$ cat config.mk
export PLATFORM = sky130hd
export DESIGN_NAME = uart_tx_frame
export DESIGN_NICKNAME = d
export VERILOG_FILES = /design/src/rtl/uart_pkg.sv /design/src/rtl/uart_sync_fifo.sv /design/src/rtl/uart_tx_frame.sv
export SDC_FILE = /design/constraint.sdc
export NUM_CORES = 1
export LEC_CHECK = 0
export ABC_AREA = 1
export CAP_MARGIN = 20
export CELL_PAD_IN_SITES_DETAIL_PLACEMENT = 1
export CELL_PAD_IN_SITES_GLOBAL_PLACEMENT = 2
export CORE_MARGIN = 5
export CORE_UTILIZATION = 36
export CTS_CLUSTER_DIAMETER = 30
export DETAILED_ROUTE_END_ITERATION = 6
export PLACE_DENSITY = 0.88
export REMOVE_ABC_BUFFERS = 1
export SYNTH_ARGS = -nofsm -noshare
export SYNTH_HDL_FRONTEND = slang
export SYNTH_SLANG_ARGS = --single-unit
$ cat constraint.sdc
create_clock -name clk -period 3.5 [get_ports clk]
set_input_delay 0.525 -clock clk [delete_from_list [all_inputs] [get_ports clk]]
set_output_delay 0.525 -clock clk [all_outputs]
set_load 0.005 [all_outputs]
$ cat src/rtl/uart_pkg.sv
// Shared types and constants for the framed UART transmitter.
package uart_pkg;
  typedef enum logic [2:0] {IDLE, LOAD, START, DATA, PARITY, STOP} tx_state_t;

  localparam logic [3:0] MIN_DATA_BITS = 4'd5;
  localparam logic       IDLE_LVL      = 1'b1;

  // Out-of-range frame lengths fall back to the widest supported frame.
  function automatic logic [3:0] clamp_bits(input logic [3:0] b, input logic [3:0] max_b);
    return (b < MIN_DATA_BITS || b > max_b) ? max_b : b;
  endfunction
endpackage

$ cat src/rtl/uart_sync_fifo.sv
// Single-clock FIFO with occupancy counter and synchronous clear; head word is shown on rdata_o.
module uart_sync_fifo #(
  parameter int W     = 8,
  parameter int DEPTH = 8,
  parameter int CW    = $clog2(DEPTH) + 1
) (
  input  logic          clk,
  input  logic          rst,
  input  logic          clr_i,
  input  logic          push_i,
  input  logic [W-1:0]  wdata_i,
  input  logic          pop_i,
  output logic [W-1:0]  rdata_o,
  output logic          full_o,
  output logic          empty_o,
  output logic [CW-1:0] count_o
);
  localparam int AW = $clog2(DEPTH);

  logic [W-1:0]  mem_q [DEPTH];
  logic [AW-1:0] wr_ptr_q, wr_ptr_d, rd_ptr_q, rd_ptr_d;
  logic [CW-1:0] count_q, count_d;
  logic          do_push, do_pop;

  assign full_o  = (count_q == CW'(DEPTH));
  assign empty_o = (count_q == '0);
  assign count_o = count_q;
  assign rdata_o = mem_q[rd_ptr_q];

  // Clear takes priority over both ports in the same cycle.
  assign do_push = push_i && !full_o && !clr_i;
  assign do_pop  = pop_i && !empty_o && !clr_i;

  always_comb begin
    wr_ptr_d = wr_ptr_q;
    rd_ptr_d = rd_ptr_q;
    count_d  = count_q;
    if (clr_i) begin
      wr_ptr_d = '0;
      rd_ptr_d = '0;
      count_d  = '0;
    end else begin
      if (do_push) wr_ptr_d = wr_ptr_q + AW'(1);
      if (do_pop)  rd_ptr_d = rd_ptr_q + AW'(1);
      if (do_push && !do_pop) count_d = count_q + CW'(1);
      if (do_pop && !do_push) count_d = count_q - CW'(1);
    end
  end

  always_ff @(posedge clk or posedge rst) begin
    if (rst) begin
      wr_ptr_q <= '0;
      rd_ptr_q <= '0;
      count_q  <= '0;
    end else begin
      wr_ptr_q <= wr_ptr_d;
      rd_ptr_q <= rd_ptr_d;
      count_q  <= count_d;
    end
  end

  always_ff @(posedge clk) begin
    if (do_push) mem_q[wr_ptr_q] <= wdata_i;
  end
endmodule

$ cat src/rtl/uart_tx_frame.sv
// UART transmitter: FIFO-fed, per-frame latched config (length, parity, stop bits, baud period).
module uart_tx_frame
  import uart_pkg::*;
#(
  parameter int DATA_W     = 8,
  parameter int FIFO_DEPTH = 8,
  parameter int BAUD_W     = 32
) (
  input  logic                          clk,
  input  logic                          rst,
  input  logic [BAUD_W-1:0]             BAUD_PERIOD,
  input  logic [3:0]                    data_bits,
  input  logic                          parity_en,
  input  logic                          parity_odd,
  input  logic                          two_stop,
  input  logic                          flush,
  input  logic                          in_valid,
  input  logic [DATA_W-1:0]             in_data,
  output logic                          in_ready,
  output logic [$clog2(FIFO_DEPTH):0]   fifo_count,
  output logic                          tx_busy,
  output logic                          tx_done,
  output logic                          TX
);
  tx_state_t          state_q;
  logic [BAUD_W-1:0]  baud_q, period_q;
  logic [3:0]         bit_q, nbits_q, nbits_d;
  logic [DATA_W-1:0]  shreg_q, head;
  logic               par_en_q, two_stop_q, par_q, par_d;
  logic               tx_q, busy_q, done_q;
  logic               full, empty, pop, bit_end;

  uart_sync_fifo #(.W(DATA_W), .DEPTH(FIFO_DEPTH)) u_fifo (
    .clk     (clk),
    .rst     (rst),
    .clr_i   (flush),
    .push_i  (in_valid),
    .wdata_i (in_data),
    .pop_i   (pop),
    .rdata_o (head),
    .full_o  (full),
    .empty_o (empty),
    .count_o (fifo_count)
  );

  assign in_ready = !full;
  assign pop      = (state_q == IDLE) && !empty && !flush;
  assign bit_end  = (baud_q == period_q);
  assign TX       = tx_q;
  assign tx_busy  = busy_q;
  assign tx_done  = done_q;

  // Parity over the active data bits only; shreg_q holds the popped word during LOAD.
  always_comb begin
    nbits_d = clamp_bits(data_bits, 4'(DATA_W));
    par_d   = parity_odd;
    for (int i = 0; i < DATA_W; i++)
      if (4'(i) < nbits_d) par_d = par_d ^ shreg_q[i];
  end

  always_ff @(posedge clk or posedge rst) begin
    if (rst) begin
      state_q    <= IDLE;
      baud_q     <= '0;
      period_q   <= '0;
      bit_q      <= '0;
      nbits_q    <= '0;
      shreg_q    <= '0;
      par_en_q   <= 1'b0;
      two_stop_q <= 1'b0;
      par_q      <= 1'b0;
      tx_q       <= IDLE_LVL;
      busy_q     <= 1'b0;
      done_q     <= 1'b0;
    end else begin
      done_q <= 1'b0;
      case (state_q)
        IDLE: begin
          tx_q <= IDLE_LVL;
          if (pop) begin
            shreg_q <= head;
            state_q <= LOAD;
          end
        end
        LOAD: begin
          nbits_q    <= nbits_d;
          par_en_q   <= parity_en;
          two_stop_q <= two_stop;
          period_q   <= BAUD_PERIOD;
          par_q      <= par_d;
          baud_q     <= '0;
          bit_q      <= '0;
          busy_q     <= 1'b1;
          tx_q       <= 1'b0;
          state_q    <= START;
        end
        START: begin
          if (bit_end) begin
            baud_q  <= '0;
            tx_q    <= shreg_q[0];
            shreg_q <= shreg_q >> 1;
            state_q <= DATA;
          end else baud_q <= baud_q + BAUD_W'(1);
        end
        DATA: begin
          if (bit_end) begin
            baud_q <= '0;
            if (bit_q == nbits_q - 4'd1) begin
              bit_q   <= '0;
              tx_q    <= par_en_q ? par_q : IDLE_LVL;
              state_q <= par_en_q ? PARITY : STOP;
            end else begin
              bit_q   <= bit_q + 4'd1;
              tx_q    <= shreg_q[0];
              shreg_q <= shreg_q >> 1;
            end
          end else baud_q <= baud_q + BAUD_W'(1);
        end
        PARITY: begin
          if (bit_end) begin
            baud_q  <= '0;
            tx_q    <= IDLE_LVL;
            state_q <= STOP;
          end else baud_q <= baud_q + BAUD_W'(1);
        end
        STOP: begin
          if (bit_end) begin
            baud_q <= '0;
            if (two_stop_q && bit_q == 4'd0) bit_q <= 4'd1;
            else begin
              bit_q   <= '0;
              busy_q  <= 1'b0;
              done_q  <= 1'b1;
              state_q <= IDLE;
            end
          end else baud_q <= baud_q + BAUD_W'(1);
        end
        default: state_q <= IDLE;
      endcase
    end
  end
endmodule
==> results.yml <==
clocking:
  postCtsResizedCells: 0
  cts.path.max_buffers: 2
  clkTransAtPathRegs_ps: 80
  cts_tree: "yes"
  root_buffer: "clkbuf_16"
  cts.sinks: 163
  cts_setup_buffers: 0
  cts.htree.levels: 4
  cts_buffers: 17
  clk_latency_ps: 440
  cts_hold_buf: 0
yosys:
  synth_compound_area_share_pct: 8.955
  synth_area_um2: 8258
  synth-simple-area-share_pct: 25.24
  synth_fa_ha_area_share_pct: 1.606
  async_flop_share_pct: 60.74
  synth_seq_cells: 163
  synth_edf_count: 64
  netlist_instances: 967
  synthXorXnorAreaFrac_pct: 5.303
  yosysSeqAreaShare_pct: 53.29
  synth_cell_types: 43
  synth_warnings: 0
  ys.flop_type: "dfrtp_1"
  synth_top_family_by_area: "simple AND/OR/NAND/NOR gates"
  avgSynthCellArea_um2: 8.540
  synth.area.mux_share_pct: 0
power:
  ir_drop_uv: 372.5
  p_comb_share_pct: 35.5
  p_int_w: 0.004282
  leakage_nw: 4.073
  finalPower_w: 0.007101
  clockPowerShare_pct: 26.8
  pwr-share-seq_pct: 37.6
  switching_share_pct: 39.70
  p_sw_w: 0.002819
  power_density_nw_per_um2: 728.1
floorplan:
  die_w_um: 161.5
  num_rows: 55
  start_util_pct: 36.47
  die-area_um2: 26070
  io_pins: 59
  die_h_um: 161.5
  core_area_um2: 22640
grt:
  overflow: 0
  grt.total_usage_pct: 17.64
  grt_max_degree: 50
  antenna_found_initial: 0
  grt_pass1_vias: 6898
  grt_pass1_wl_um: 36630
timing:
  tns_ps: 0
  slew_violations: 0
  setup_viol: 0
  fin_crit_sh_pct: 67.19
  fmax_mhz: 425.2
  rsz0062_at_grt: "no"
  relSlewSlack_pct: 47.02
  fin_hold_ws_ps: 482.6
  hold_violations: 0
  tightest_slew_ps: 791.7
  clock_skew_ps: 14.24
  period_needed_ps: 2352
worst_setup_path:
  endpoint: "u_fifo.count_o[3]"
  rrSetupSlack_ps: 1150
  cp_slowest_cell: "dfrtp_1"
  cp.arrival_ps: 2670
  critical_path.max_fanout: 6
  crit_type: "reg2reg"
  crit_path_frequent_cell: "nand2_1"
  critPathMaxStageDelay_ps: 480
  crit_path_start: "state_q[1]"
  cp-start-kind: "register"
  end_kind: "register"
  cp.required_ps: 3820
  crit_chain: "nor2_2 -> nand2_1 -> inv_2 -> nand2_2 -> nor2_2 -> nand2_1 -> inv_1 -> ha_1 -> a21oi_1 -> nand2_1 -> xor2_1 -> xnor2_1 -> o22ai_1"
  r2r_cells: 13
  worstReg2RegStart: "state_q[1]"
  r2r_end: "u_fifo.count_o[3]"
worst_hold_path:
  holdCritStartpoint: "two_stop_q"
  min_path_type: "reg2reg"
outcome:
  status: "completed"
routing:
  wl_met1_um: 10250
  dr.first_iter.drc_count: 341
  drc: 0
  wl_um: 22250
  dr_total_vias: 6659
  met2_length_um: 10950
  first_pass_iters: 5
  postRouteAntennaNets: 0
  dr_wl_met3_um: 757
  highest_layer: "met4"
  wl_per_cell_um: 16.81
  vias_per_cell: 5.029
cells_and_area:
  postLayoutCoreUtil_pct: 43.08
  nets: 1087
  synthToLayoutAreaGrowth_pct: 18.11
  fin_cells: 1324
  diodes: 0
  drive_gt1_share_pct: 6.930
job:
  cap_violations: 0
place:
  dp.cells: 1292
  place.port_buffers: 58
  gp_congestion: 0.8301
  place_hpwl_um: 16330
critical path: cells and delay by family, from the launching register on:
kind                     cells  cell delay (ps)
buffers and inverters        2              200
AO/OA/AOI/OAI                2              210
AND/OR/NAND/NOR              6              780
XOR/XNOR                     2              310
flip-flops                   1              480
adder cells (fa/ha/maj)      1              270
cell usage after synthesis (2+ instances only):
cell type / count / area, µm²
nor2_2: 4 / 25.02
nand2_1: 307 / 1152
nand4_1: 14 / 87.58
or2_1: 2 / 12.51
nor2_4: 2 / 22.52
nand3_1: 36 / 180.2
nor3b_1: 3 / 22.52
nand4_2: 2 / 25.02
o21ai_1: 2 / 10.01
a21oi_1: 7 / 35.03
buf_1: 3 / 11.26
edfxtp_1: 64 / 1922
nand2_2: 4 / 25.02
o21ai_2: 2 / 17.52
xnor2_1: 31 / 271.5
inv_1: 82 / 307.8
buf_2: 5 / 25.02
o31ai_1: 3 / 22.52
ha_1: 9 / 112.6
nor4_1: 3 / 18.77
nor2_1: 94 / 352.8
dfrtp_1: 98 / 2452
inv_2: 8 / 30.03
nor3_1: 17 / 85.08
a21oi_2: 2 / 17.52
xor2_1: 19 / 166.4
o21ai_0: 85 / 425.4
clkbuf_1: 17 / 63.81
o22ai_1: 17 / 106.4
nand3b_1: 3 / 22.52
o221ai_1: 10 / 87.58
through the flow:
step / worst slack (ps) / cell area (µm²)
after floorplan: 386.2 / 8139
after global placement: 1033 / 9159
after detailed placement: 933.4 / 9159
after CTS: 1125 / 9753
after global routing: 846.2 / 9753
final: 1148 / 9753
logic make-up after synthesis:
logic type / after synthesis
AOI/OAI and AO/OA: 130
xor gates and xnor gates: 50
adders and majority gates: 10
buffers and inverters: 118
DFF: 163
and+or+nand+nor: 496
state kept, by name (all words and copies together) (netlist names), 3 cells and up:
register,flops
u_fifo.mem_q,64
baud_q,32
period_q,32
shreg_q,8
bit_q,4
nbits_q,4
u_fifo.count_o,4
state_q,3
u_fifo.rd_ptr_q,3
u_fifo.wr_ptr_q,3
how the worst min path moves through the flow:
stage                     depth (start not counted)  slack (ps)         end
final                                             2         480  two_stop_q
after floorplan                                   2         440  shreg_q[4]
after global placement                            2         460  shreg_q[4]
after CTS                                         2         490  shreg_q[4]
after global routing                              2         500  shreg_q[4]
after detailed placement                          2         470  shreg_q[4]
layer usage:
metal | track usage [%] | vias to the layer above
met5 | 0 | -
met4 | 4.343 | 0
met3 | 3.674 | 20
met2 | 29.92 | 110
met1 | 23.19 | 3239
li1 | - | 3290
cells in the final DEF (no fill, tap or decap), types with 9 or more instances in the layout:
cell               n
o21ai_0           85
xor2_1            19
o22ai_1           17
o221ai_1          10
nor2_1            94
clkbuf_16         17
nand3_1           36
ha_1               9
nor3_1            17
nand4_1           14
edfxtp_1          64
inv_1             81
nand2_1          307
dfrtp_1           98
xnor2_1           31
clkdlybuf4s50_1   58
cell type report:
class                   count  area, µm²
inverters                  91      346.6
fillers                  2646      12890
clock inverters            14      165.2
multi-input cells         686       3395
repair buffers             67      660.6
well taps                 285      356.6
clock buffers              18      429.2
flip-flops and latches    163       4400
power groups by stage:
stage / registers, W / logic (W) / clock network (W)
3_5_place_dp: 0.00271 / 0.00256 / 0
3_3_place_gp: 0.00270 / 0.00249 / 0
6_report: 0.00267 / 0.00252 / 0.00191
5_1_grt: 0.00272 / 0.00289 / 0.00205
2_1_floorplan: 0.00265 / 0.00175 / 0
4_1_cts: 0.00268 / 0.00258 / 0.00195
No activity file was read; power rests on OpenSTA's default activity.
